$ cat src/rtl/pwm_seq_pkg.sv
`default_nettype none
// ============================================================================
//  Module      : pwm_seq_pkg
//  Description : Shared state encodings, fault-cause bit positions and
//                debug-state width for the PWM output sequencer.
//  Revision    : 1.0 - initial release
// ============================================================================
package pwm_seq_pkg;

  localparam int STATE_W = 3;

  localparam logic [STATE_W-1:0] STATE_IDLE     = 3'd0;
  localparam logic [STATE_W-1:0] STATE_ARM      = 3'd1;
  localparam logic [STATE_W-1:0] STATE_RUN      = 3'd2;
  localparam logic [STATE_W-1:0] STATE_STOPPING = 3'd3;
  localparam logic [STATE_W-1:0] STATE_DRAIN    = 3'd4;
  localparam logic [STATE_W-1:0] STATE_FAULT    = 3'd5;

  typedef enum logic [STATE_W-1:0] {
    ST_IDLE     = STATE_IDLE,
    ST_ARM      = STATE_ARM,
    ST_RUN      = STATE_RUN,
    ST_STOPPING = STATE_STOPPING,
    ST_DRAIN    = STATE_DRAIN,
    ST_FAULT    = STATE_FAULT
  } state_e;

  // fault_cause bit positions
  localparam int FAULT_EXT_BIT = 0;
  localparam int FAULT_TMO_BIT = 1;

endpackage
`default_nettype wire

$ cat src/rtl/pwm_output_sequencer_if.sv
`default_nettype none
// ============================================================================
//  Module      : pwm_output_sequencer_if
//  Description : Control/status bundle between the register interface
//                (master) and the PWM output sequencer (slave).
//  Revision    : 1.0 - initial release
// ============================================================================
interface pwm_output_sequencer_if
  import pwm_seq_pkg::*;
#(
  parameter int ARM_WIDTH = 8
);
  logic                 start;
  logic                 stop;
  logic                 fault_in;
  logic                 fault_clear;
  logic                 period_sync;
  logic [1:0]           requested_outputs;
  logic [ARM_WIDTH-1:0] arm_periods;
  logic [1:0]           enable_outputs;
  logic                 counter_run;
  logic                 busy;
  logic                 fault_latched;
  logic [1:0]           fault_cause;
  logic [STATE_W-1:0]   state_out;

  modport master (
    output start, stop, fault_in, fault_clear, period_sync,
           requested_outputs, arm_periods,
    input  enable_outputs, counter_run, busy, fault_latched,
           fault_cause, state_out
  );

  modport slave (
    input  start, stop, fault_in, fault_clear, period_sync,
           requested_outputs, arm_periods,
    output enable_outputs, counter_run, busy, fault_latched,
           fault_cause, state_out
  );
endinterface
`default_nettype wire

$ cat src/rtl/sync_watchdog.sv
`default_nettype none
// ============================================================================
//  Module      : sync_watchdog
//  Description : Saturating counter that flags a missing period_sync when it
//                reaches SYNC_TIMEOUT clocks without being cleared.
//  Revision    : 1.0 - initial release
// ============================================================================
module sync_watchdog #(
  parameter int                       TIMEOUT_WIDTH = 16,
  parameter logic [TIMEOUT_WIDTH-1:0] SYNC_TIMEOUT  = 16'hFFFF
) (
  input  wire logic clock,
  input  wire logic reset,
  input  wire logic clear,
  input  wire logic count_en,
  output logic      expired
);

  logic [TIMEOUT_WIDTH-1:0] count;

  // Clear wins over counting; the count parks at SYNC_TIMEOUT once reached.
  always_ff @(posedge clock or posedge reset) begin
    if (reset) begin
      count <= '0;
    end else if (clear) begin
      count <= '0;
    end else if (count_en && (count != SYNC_TIMEOUT)) begin
      count <= count + 1'b1;
    end
  end

  assign expired = (count == SYNC_TIMEOUT);

endmodule
`default_nettype wire

$ cat src/rtl/pwm_output_sequencer.sv
`default_nettype none
// ============================================================================
//  Module      : pwm_output_sequencer
//  Description : Run-time controller for one PWM channel. Starts, stops and
//                trips the counter/pin stage only on period boundaries or on
//                fault so no truncated pulse is ever emitted.
//  Revision    : 1.0 - initial release
// ============================================================================
module pwm_output_sequencer
  import pwm_seq_pkg::*;
#(
  parameter int                       TIMEOUT_WIDTH = 16,
  parameter logic [TIMEOUT_WIDTH-1:0] SYNC_TIMEOUT  = 16'hFFFF,
  parameter int                       ARM_WIDTH     = 8
) (
  input  wire logic clock,
  input  wire logic reset,
  pwm_output_sequencer_if.slave bus
);

  state_e               state, next_state;
  logic [ARM_WIDTH-1:0] arm_cnt, arm_cnt_next;
  logic [1:0]           req_q, req_next;
  logic [1:0]           cause_q, cause_next;
  logic [1:0]           enable_q, enable_next;
  logic                 run_q, run_next;
  logic                 busy_q, fault_q;

  logic                 wd_active;
  logic                 wd_expired;
  logic                 wd_clear;
  logic                 wd_timeout;
  logic                 fault_now;

  // The watchdog only guards states that are waiting for a period boundary.
  assign wd_active  = (state == ST_ARM) || (state == ST_STOPPING) || (state == ST_DRAIN);
  assign wd_timeout = wd_active && wd_expired;
  assign fault_now  = bus.fault_in || wd_timeout;
  assign wd_clear   = bus.period_sync || (next_state != state);

  sync_watchdog #(
    .TIMEOUT_WIDTH (TIMEOUT_WIDTH),
    .SYNC_TIMEOUT  (SYNC_TIMEOUT)
  ) u_sync_watchdog (
    .clock    (clock),
    .reset    (reset),
    .clear    (wd_clear),
    .count_en (wd_active),
    .expired  (wd_expired)
  );

  // Next-state, arm counter, request latch and fault-cause decisions.
  // Priority: fault > stop > period_sync progression > start.
  always_comb begin
    next_state   = state;
    arm_cnt_next = arm_cnt;
    req_next     = req_q;
    cause_next   = cause_q;

    if (bus.fault_in) cause_next[FAULT_EXT_BIT] = 1'b1;
    if (wd_timeout)   cause_next[FAULT_TMO_BIT] = 1'b1;

    if (state == ST_FAULT) begin
      if (bus.fault_clear && !bus.fault_in) begin
        next_state = ST_IDLE;
        cause_next = '0;
      end
    end else if (fault_now) begin
      next_state = ST_FAULT;
    end else begin
      case (state)
        ST_IDLE: begin
          if (bus.start && !bus.stop) begin
            next_state   = ST_ARM;
            req_next     = bus.requested_outputs;
            arm_cnt_next = '0;
          end
        end
        ST_ARM: begin
          if (bus.stop) begin
            next_state = ST_DRAIN;
          end else if (bus.period_sync) begin
            if (arm_cnt == bus.arm_periods) begin
              next_state = ST_RUN;
            end else begin
              arm_cnt_next = arm_cnt + 1'b1;
            end
          end
        end
        ST_RUN: begin
          if (bus.stop) next_state = ST_STOPPING;
        end
        ST_STOPPING: begin
          if (bus.period_sync) next_state = ST_DRAIN;
        end
        ST_DRAIN: begin
          if (bus.period_sync) next_state = ST_IDLE;
        end
        default: next_state = ST_IDLE;
      endcase
    end
  end

  // Output values follow the current state one edge late, except that the
  // boundary-aligned shutdown steps (STOPPING->DRAIN, DRAIN->IDLE) apply
  // on the transition edge itself.
  always_comb begin
    enable_next = 2'b00;
    run_next    = 1'b0;
    case (state)
      ST_ARM: begin
        run_next = 1'b1;
      end
      ST_RUN: begin
        enable_next = req_q;
        run_next    = 1'b1;
      end
      ST_STOPPING: begin
        enable_next = (next_state == ST_DRAIN) ? 2'b00 : req_q;
        run_next    = 1'b1;
      end
      ST_DRAIN: begin
        run_next = (next_state != ST_IDLE);
      end
      default: begin
        enable_next = 2'b00;
        run_next    = 1'b0;
      end
    endcase
  end

  // State, counters and all registered outputs.
  always_ff @(posedge clock or posedge reset) begin
    if (reset) begin
      state    <= ST_IDLE;
      arm_cnt  <= '0;
      req_q    <= 2'b00;
      cause_q  <= 2'b00;
      enable_q <= 2'b00;
      run_q    <= 1'b0;
      busy_q   <= 1'b0;
      fault_q  <= 1'b0;
    end else begin
      state    <= next_state;
      arm_cnt  <= arm_cnt_next;
      req_q    <= req_next;
      cause_q  <= cause_next;
      enable_q <= enable_next;
      run_q    <= run_next;
      busy_q   <= (next_state != ST_IDLE) && (next_state != ST_FAULT);
      fault_q  <= (next_state == ST_FAULT);
    end
  end

  assign bus.enable_outputs = enable_q;
  assign bus.counter_run    = run_q;
  assign bus.busy           = busy_q;
  assign bus.fault_latched  = fault_q;
  assign bus.fault_cause    = cause_q;
  assign bus.state_out      = state;

endmodule
`default_nettype wire
$ cat src/flat_wrapper.sv
// flat-port wrapper written by rule: the top's interface ports become plain ports
module pwm_output_sequencer_flat import pwm_seq_pkg::*;
#(
  parameter int                       TIMEOUT_WIDTH = 16,
  parameter logic [TIMEOUT_WIDTH-1:0] SYNC_TIMEOUT  = 16'hFFFF,
  parameter int                       ARM_WIDTH     = 8
)
  (clock, reset, bus_start, bus_stop, bus_fault_in, bus_fault_clear, bus_period_sync, bus_requested_outputs, bus_arm_periods, bus_enable_outputs, bus_counter_run, bus_busy, bus_fault_latched, bus_fault_cause, bus_state_out);
  pwm_output_sequencer_if #(.ARM_WIDTH(ARM_WIDTH)) bus_i ();
  input  wire logic clock;
  input  wire logic reset;
  input wire logic [$bits(bus_i.start)-1:0] bus_start;
  input wire logic [$bits(bus_i.stop)-1:0] bus_stop;
  input wire logic [$bits(bus_i.fault_in)-1:0] bus_fault_in;
  input wire logic [$bits(bus_i.fault_clear)-1:0] bus_fault_clear;
  input wire logic [$bits(bus_i.period_sync)-1:0] bus_period_sync;
  input wire logic [$bits(bus_i.requested_outputs)-1:0] bus_requested_outputs;
  input wire logic [$bits(bus_i.arm_periods)-1:0] bus_arm_periods;
  output wire logic [$bits(bus_i.enable_outputs)-1:0] bus_enable_outputs;
  output wire logic [$bits(bus_i.counter_run)-1:0] bus_counter_run;
  output wire logic [$bits(bus_i.busy)-1:0] bus_busy;
  output wire logic [$bits(bus_i.fault_latched)-1:0] bus_fault_latched;
  output wire logic [$bits(bus_i.fault_cause)-1:0] bus_fault_cause;
  output wire logic [$bits(bus_i.state_out)-1:0] bus_state_out;
  assign bus_i.start = bus_start;
  assign bus_i.stop = bus_stop;
  assign bus_i.fault_in = bus_fault_in;
  assign bus_i.fault_clear = bus_fault_clear;
  assign bus_i.period_sync = bus_period_sync;
  assign bus_i.requested_outputs = bus_requested_outputs;
  assign bus_i.arm_periods = bus_arm_periods;
  assign bus_enable_outputs = bus_i.enable_outputs;
  assign bus_counter_run = bus_i.counter_run;
  assign bus_busy = bus_i.busy;
  assign bus_fault_latched = bus_i.fault_latched;
  assign bus_fault_cause = bus_i.fault_cause;
  assign bus_state_out = bus_i.state_out;
  pwm_output_sequencer #(.TIMEOUT_WIDTH(TIMEOUT_WIDTH), .SYNC_TIMEOUT(SYNC_TIMEOUT), .ARM_WIDTH(ARM_WIDTH)) u_core (.clock(clock), .reset(reset), .bus(bus_i));
endmodule
$ cat config.mk
export PLATFORM = sky130hd
export DESIGN_NAME = pwm_output_sequencer_flat
export DESIGN_NICKNAME = d
export VERILOG_FILES = /design/src/rtl/pwm_seq_pkg.sv /design/src/rtl/pwm_output_sequencer_if.sv /design/src/rtl/sync_watchdog.sv /design/src/rtl/pwm_output_sequencer.sv /design/src/flat_wrapper.sv
export SDC_FILE = /design/constraint.sdc
export NUM_CORES = 1
export LEC_CHECK = 0
export BUFFER_PORTS_ARGS = -buffer_cell sky130_fd_sc_hd__buf_2
export CAP_MARGIN = 20
export CORE_AREA = 2 2 63 65
export CTS_CLUSTER_SIZE = 16
export DETAILED_ROUTE_END_ITERATION = 10
export DIE_AREA = 0 0 65 67
export PLACE_DENSITY_LB_ADDON = 0.1
export SLEW_MARGIN = 0
export SYNTH_ARGS = -nofsm -noshare
export SYNTH_HDL_FRONTEND = slang
export SYNTH_SLANG_ARGS = --single-unit
$ cat constraint.sdc
create_clock -name clock -period 2.75 [get_ports clock]
set_input_delay 0.4125 -clock clock [delete_from_list [all_inputs] [get_ports clock]]
set_output_delay 0.4125 -clock clock [all_outputs]
set_load 0.01 [all_outputs]
# Yosys cells after proc, flatten, opt, wreduce, memory -nomap -nowiden
# Cells that the tools add are included.
[op_classes] addsub=2 multipliers=0 div_mod_pow=0 n_lt_le_gt_ge=0 n_eq_ne=16 shifts=0 n_mux=25 bitwise_logic=2 reduce_logical=18
[op_table] operator="$mux 16" count=2
[op_table] operator="$mux 8" count=4
[op_table] operator="$mux 3" count=10
[op_table] operator="$add 16x1->16 const B" count=1
[op_table] operator="$eq 16x16->1 const B" count=1
[op_table] operator="$ne 16x16->1 const B" count=1
[op_table] operator="$pmux 8 s2" count=1
[op_table] operator="$pmux 3 s5" count=1
[op_table] operator="$eq 3x3->1 const B" count=4
[op_table] operator="$add 8x1->8 const B" count=1
[op_table] operator="$eq 8x8->1" count=1
[op_table] operator="$reduce_and 7->1" count=1
[op_table] operator="$eq 3x2->1 const B" count=2
[op_table] operator="$mux 2" count=3
[op_table] operator="$ne 2x2->1 const B" count=3
[op_table] operator="$logic_and 1x1->1" count=5
[op_table] operator="$logic_or 1x1->1" count=4
[op_table] operator="$pmux 2 s2" count=1
[op_table] operator="$reduce_and 4->1" count=1
[op_table] operator="$reduce_bool 2->1" count=2
[op_table] operator="$eq 3x1->1 const B" count=1
[op_table] operator="$logic_not 3->1" count=1
[op_table] operator="$ne 3x3->1" count=1
[op_table] operator="$ne 3x3->1 const B" count=1
[op_table] operator="7 further kinds" count=10
[totals] reg_bits=36 latchBits=0 mem_bits_rw=0 mem_bits_ro=0 out_inout_bits=10 word_cells=72 memories=0

# Longest topological paths before layout
[depth] depth_word=10 depth_mapped=9

# By module
# Synthesis repeated with hierarchy kept, for this count alone.
[unflattened] hier_cells=233 area_unflattened_um2=2203.4
[by_module_without_submodules] mod="pwm_output_sequencer" n_inst=1 cells_per_inst=132 area_each_um2=1226.2 seq_area_each_um2=500.5
[by_module_without_submodules] mod="sync_watchdog" n_inst=1 cells_per_inst=101 area_each_um2=977.2 seq_area_each_um2=400.4

# Worst setup path after synthesis
# OpenSTA, ideal clock, no wires.
[synth_path] path_type="reg2reg" from="register u_core.u_sync_watchdog.count[0]" to="register u_core.arm_cnt[7]" setup_ns=0.077 arrival_ns=2.102 t_required_ns=2.673 path_slack_ns=0.570 stages_incl_launch_ff=9 synth_period_minus_slack_ns=2.180 cell_sequence="dfrtp_1 -> ha_1 -> and2_1 -> and4_4 -> buf_6 -> a21o_4 -> a21o_4 -> or4_1 -> a21oi_1"
[synth_via] elab_chain_cells=5
[synth_lines] item="from (decl)" line="sync_watchdog.sv:19" text="logic [TIMEOUT_WIDTH-1:0] count;"
[synth_lines] item="from (signal assigned)" line="sync_watchdog.sv:28" text="count <= count + 1'b1;"
[synth_lines] item="$eq 16x16->1" line="sync_watchdog.sv:32" text="assign expired = (count == SYNC_TIMEOUT);"
[synth_lines] item="$logic_and 1x1->1" line="pwm_output_sequencer.sv:37" text="assign wd_timeout = wd_active && wd_expired;"
[synth_lines] item="$logic_or 1x1->1" line="pwm_output_sequencer.sv:38" text="assign fault_now = bus.fault_in || wd_timeout;"
[synth_lines] item="$not 1->1 (no line)"
[synth_lines] item="$reduce_and 7->1 (no line)"
[synth_lines] item="to (signal assigned)" line="pwm_output_sequencer.sv:145" text="arm_cnt <= arm_cnt_next;"
[synth_lines] item="to (decl)" line="pwm_output_sequencer.sv:22" text="logic [ARM_WIDTH-1:0] arm_cnt, arm_cnt_next;"
# No other way between the ends.
# A chain may end at the register's enable or synchronous reset.

# Final worst setup path
[layout_path] from="register u_core.state[2] (netlist: u_core.bus.state_out[2])" to="register u_core.u_sync_watchdog.count[10]"
[layout_via] elab_chain_cells=10 elab_cells_between_ends=26 cone_classes="eq/ne: 6; mux: 12; reduce/logical: 8"
[layout_lines] item="from (decl)" line="pwm_output_sequencer.sv:21" text="state_e state, next_state;"
[layout_lines] item="from (signal assigned)" line="pwm_output_sequencer.sv:144" text="state <= next_state;"
[layout_lines] item="branches (longest 10 deep; another with $mux 16)"
# Several ways; the timed one is not identified.

==> flow_summary.json <==
{
  "critPathArrivalTime_ns": 2.50,
  "core_sq_um": 3606,
  "outcome": "finished, final reports clean",
  "area_delta_synth_final_pct": 12.85,
  "die_area_sq_um": 4355,
  "die_y_microns": 67,
  "max_freq_ghz": 0.4370,
  "hold_viol": 0,
  "synth_edf_count": 0,
  "cts_root_buf": "clkbuf_8",
  "fin_worst_skew_ns": 0.007388,
  "post_cts_resized": 0,
  "io_pins": 27,
  "routed_wl_microns": 4092,
  "stdcell_count": 290,
  "ant_nets": 0,
  "cts_setup_buffers": 0,
  "synth_flop_cell": "dfrtp_1",
  "hp-class": "input port to async pin",
  "start_util_pct": 56.45,
  "nFillCells": 324,
  "grt_max_degree": 20,
  "grt_util_met1_pct": 26.13,
  "drv_slew": 0,
  "routedWlPerCell_microns": 14.11,
  "syn-cell-area_sq_um": 2036,
  "place_hpwl_microns": 3194,
  "synth.distinct_cells": 49,
  "layout_common_cells": "dfrtp_1 (36), nor2_1 (30), buf_2 (26)",
  "syn_area_per_cell_sq_um": 9.648,
  "placed_cells": 282,
  "maxCapViolCount": 0,
  "drive_above_1_share_pct": 22.31,
  "via_count": 1640,
  "cts_buffer_depth": 2,
  "cts-htree-levels": 2,
  "busiest_layer": "met2",
  "tritoncts": "yes",
  "cp_max_fo": 16,
  "gp_congestion": 0.8091,
  "gr-usage-all-layers_pct": 20.83,
  "critPathRequiredTime_ns": 2.97,
  "nets": 260,
  "cts_buffers": 5,
  "antenna_found_initial": 0,
  "maxSlewHeadroom_pct": 52.39,
  "cts_sinks": 36,
  "peakVddDrop_mv": 0.2345,
  "final_common_cell": "dfrtp_1",
  "synthCells": 211,
  "yosysWarnings": 0,
  "crit_path_end_kind": "flip-flop",
  "fin_crit_ns": 2.288,
  "fin_ws_ns": 0.4618,
  "async_flop_share_pct": 100.0,
  "met2_usage_pct": 34.28,
  "grt-ovfl-total": 0,
  "drc": 0,
  "grt_pass1_vias": 1563,
  "dr.pass1.iters": 4,
  "grt_pass1_wl_microns": 6886,
  "tightest_slew_ns": 0.7134,
  "use_met3_pct": 4.223,
  "setup_violations": 0,
  "dp_slack_ns": 0.4825,
  "n_antenna_cell": 0,
  "critical_path_class": "flip-flop to flip-flop",
  "portBuffers": 26,
  "dr.first_iter.drc_count": 119,
  "ys_ff_latch": 36,
  "synth_fp_nets": 230,
  "rsz0062_at_grt": "no",
  "rows": 22,
  "worstSetupStartpointType": "flip-flop",
  "clk_pin_slew_ns": 0.07,
  "cellLeakagePower_uw": 0.0009994,
  "viasPerCell": 5.655,
  "worstSkewPairLatency_ns": 0.29,
  "dieWidth_microns": 65,
  "setup-tns-final_ns": 0,
  "pwr_density_cell_nw_per_um2": 595.8,
  "hold_buffers": 0,
  "ys_seq_area_share_pct": 44.25,
  "whs_ns": 0.2310,
  "min_period_over_period_pct": 83.21
}
## per-layer routing
metal / routed length, microns / vias up / share of wire (%)
li1: - / 803 / -
met1: 1815 / 776 / 44
met2: 1975 / 52 / 48
met3: 223 / 9 / 5.4
met4: 78 / 0 / 1.9
met5: 0 / - / 0
## metrics by stage
step	total power, uW	instance area, sq um	util (%)
detailed placement	992.9	2203	61.10
finish	1369	2297	63.71
CTS	1380	2297	63.71
floorplan	902.1	2036	-
global placement	983.9	2203	61.10
global route	1446	2297	63.71
## sequential cells by signal, indices dropped and copies added (netlist names)
register                      cells
u_core.bus.enable_outputs         2
u_core.bus.fault_cause            2
u_core.bus.fault_latched          1
u_core.bus.state_out              3
u_core.bus.busy                   1
u_core.arm_cnt                    8
u_core.req_q                      2
u_core.u_sync_watchdog.count     16
u_core.bus.counter_run            1
## final timing paths
path / endpoint / slack [ns] / startpoint / cells past startpoint
worst max-delay path: u_core.u_sync_watchdog.count[10] / 0.46 / u_core.bus.state_out[2] / 7
worst max register to register: u_core.u_sync_watchdog.count[10] / 0.46 / u_core.bus.state_out[2] / 7
max in group asynchronous: u_core.bus.fault_cause[1] / 1.81 / reset / 3
min in group clock: u_core.req_q[0] / 0.35 / bus_requested_outputs[0] / 3
worst min-delay path: u_core.req_q[1] / 0.23 / reset / 2
worst min register to register: u_core.req_q[0] / 0.48 / u_core.req_q[0] / 2
## worst max-delay path, cell delays in order, from the launching register on
cell      delay (ns)
dfrtp_1         0.57
or3b_4          0.45
a211oi_4        0.32
a21oi_1         0.18
a311oi_2        0.28
o21ai_2         0.10
buf_4           0.20
nor2_1          0.13
## power by group
| group | switching, uW | total [uW] | internal [uW] | leakage, uW |
|---|---|---|---|---|
| registers | 58.6 | 639 | 580 | 0.000485 |
| logic | 200 | 346 | 145 | 0.000470 |
| clock network | 181 | 384 | 203 | 0.0000445 |
| total | 440 | 1370 | 929 | 0.000999 |
## cells by family after synthesis
kind of cell    count (synthesis)  share of synthesized area [%]
simple gates                  106                          27.78
compound gates                 32                          13.15
flops                          36                          44.25
buf+inv                        10                          2.766
fa+ha+maj                       2                          1.229
mux                             1                         0.4917
xor+xnor                       24                          10.33
## cell usage after synthesis (all sizes together), types with 3 or more instances
cell	instances	area share, %
dfrtp	36	44
nor2	31	5.8
nand2	21	3.9
xnor2	15	6.5
and3	10	3.1
nand4	10	3.1
xor2	9	3.9
a21oi	8	2.2
nand3	6	1.5
buf	5	1.8
inv	5	0.92
o211ai	4	1.5
o21ai	4	1.2
or3b	4	1.8
a211oi	3	2.0
and2	3	1.0
nand2b	3	0.92
nor3	3	0.74
or4	3	1.1
## final cells by class
cell class	count	area, sq um	area share [%]
Multi-Input combinational cell	165	1079	46.95
Clock inverter	1	7.507	0.3268
Tap cell	48	60.06	2.614
Clock buffer	7	86.33	3.758
Sequential cell	36	900.9	39.22
Inverter	5	18.77	0.8170
Timing Repair Buffer	28	145.1	6.318
(Power assumes the default switching activity.)
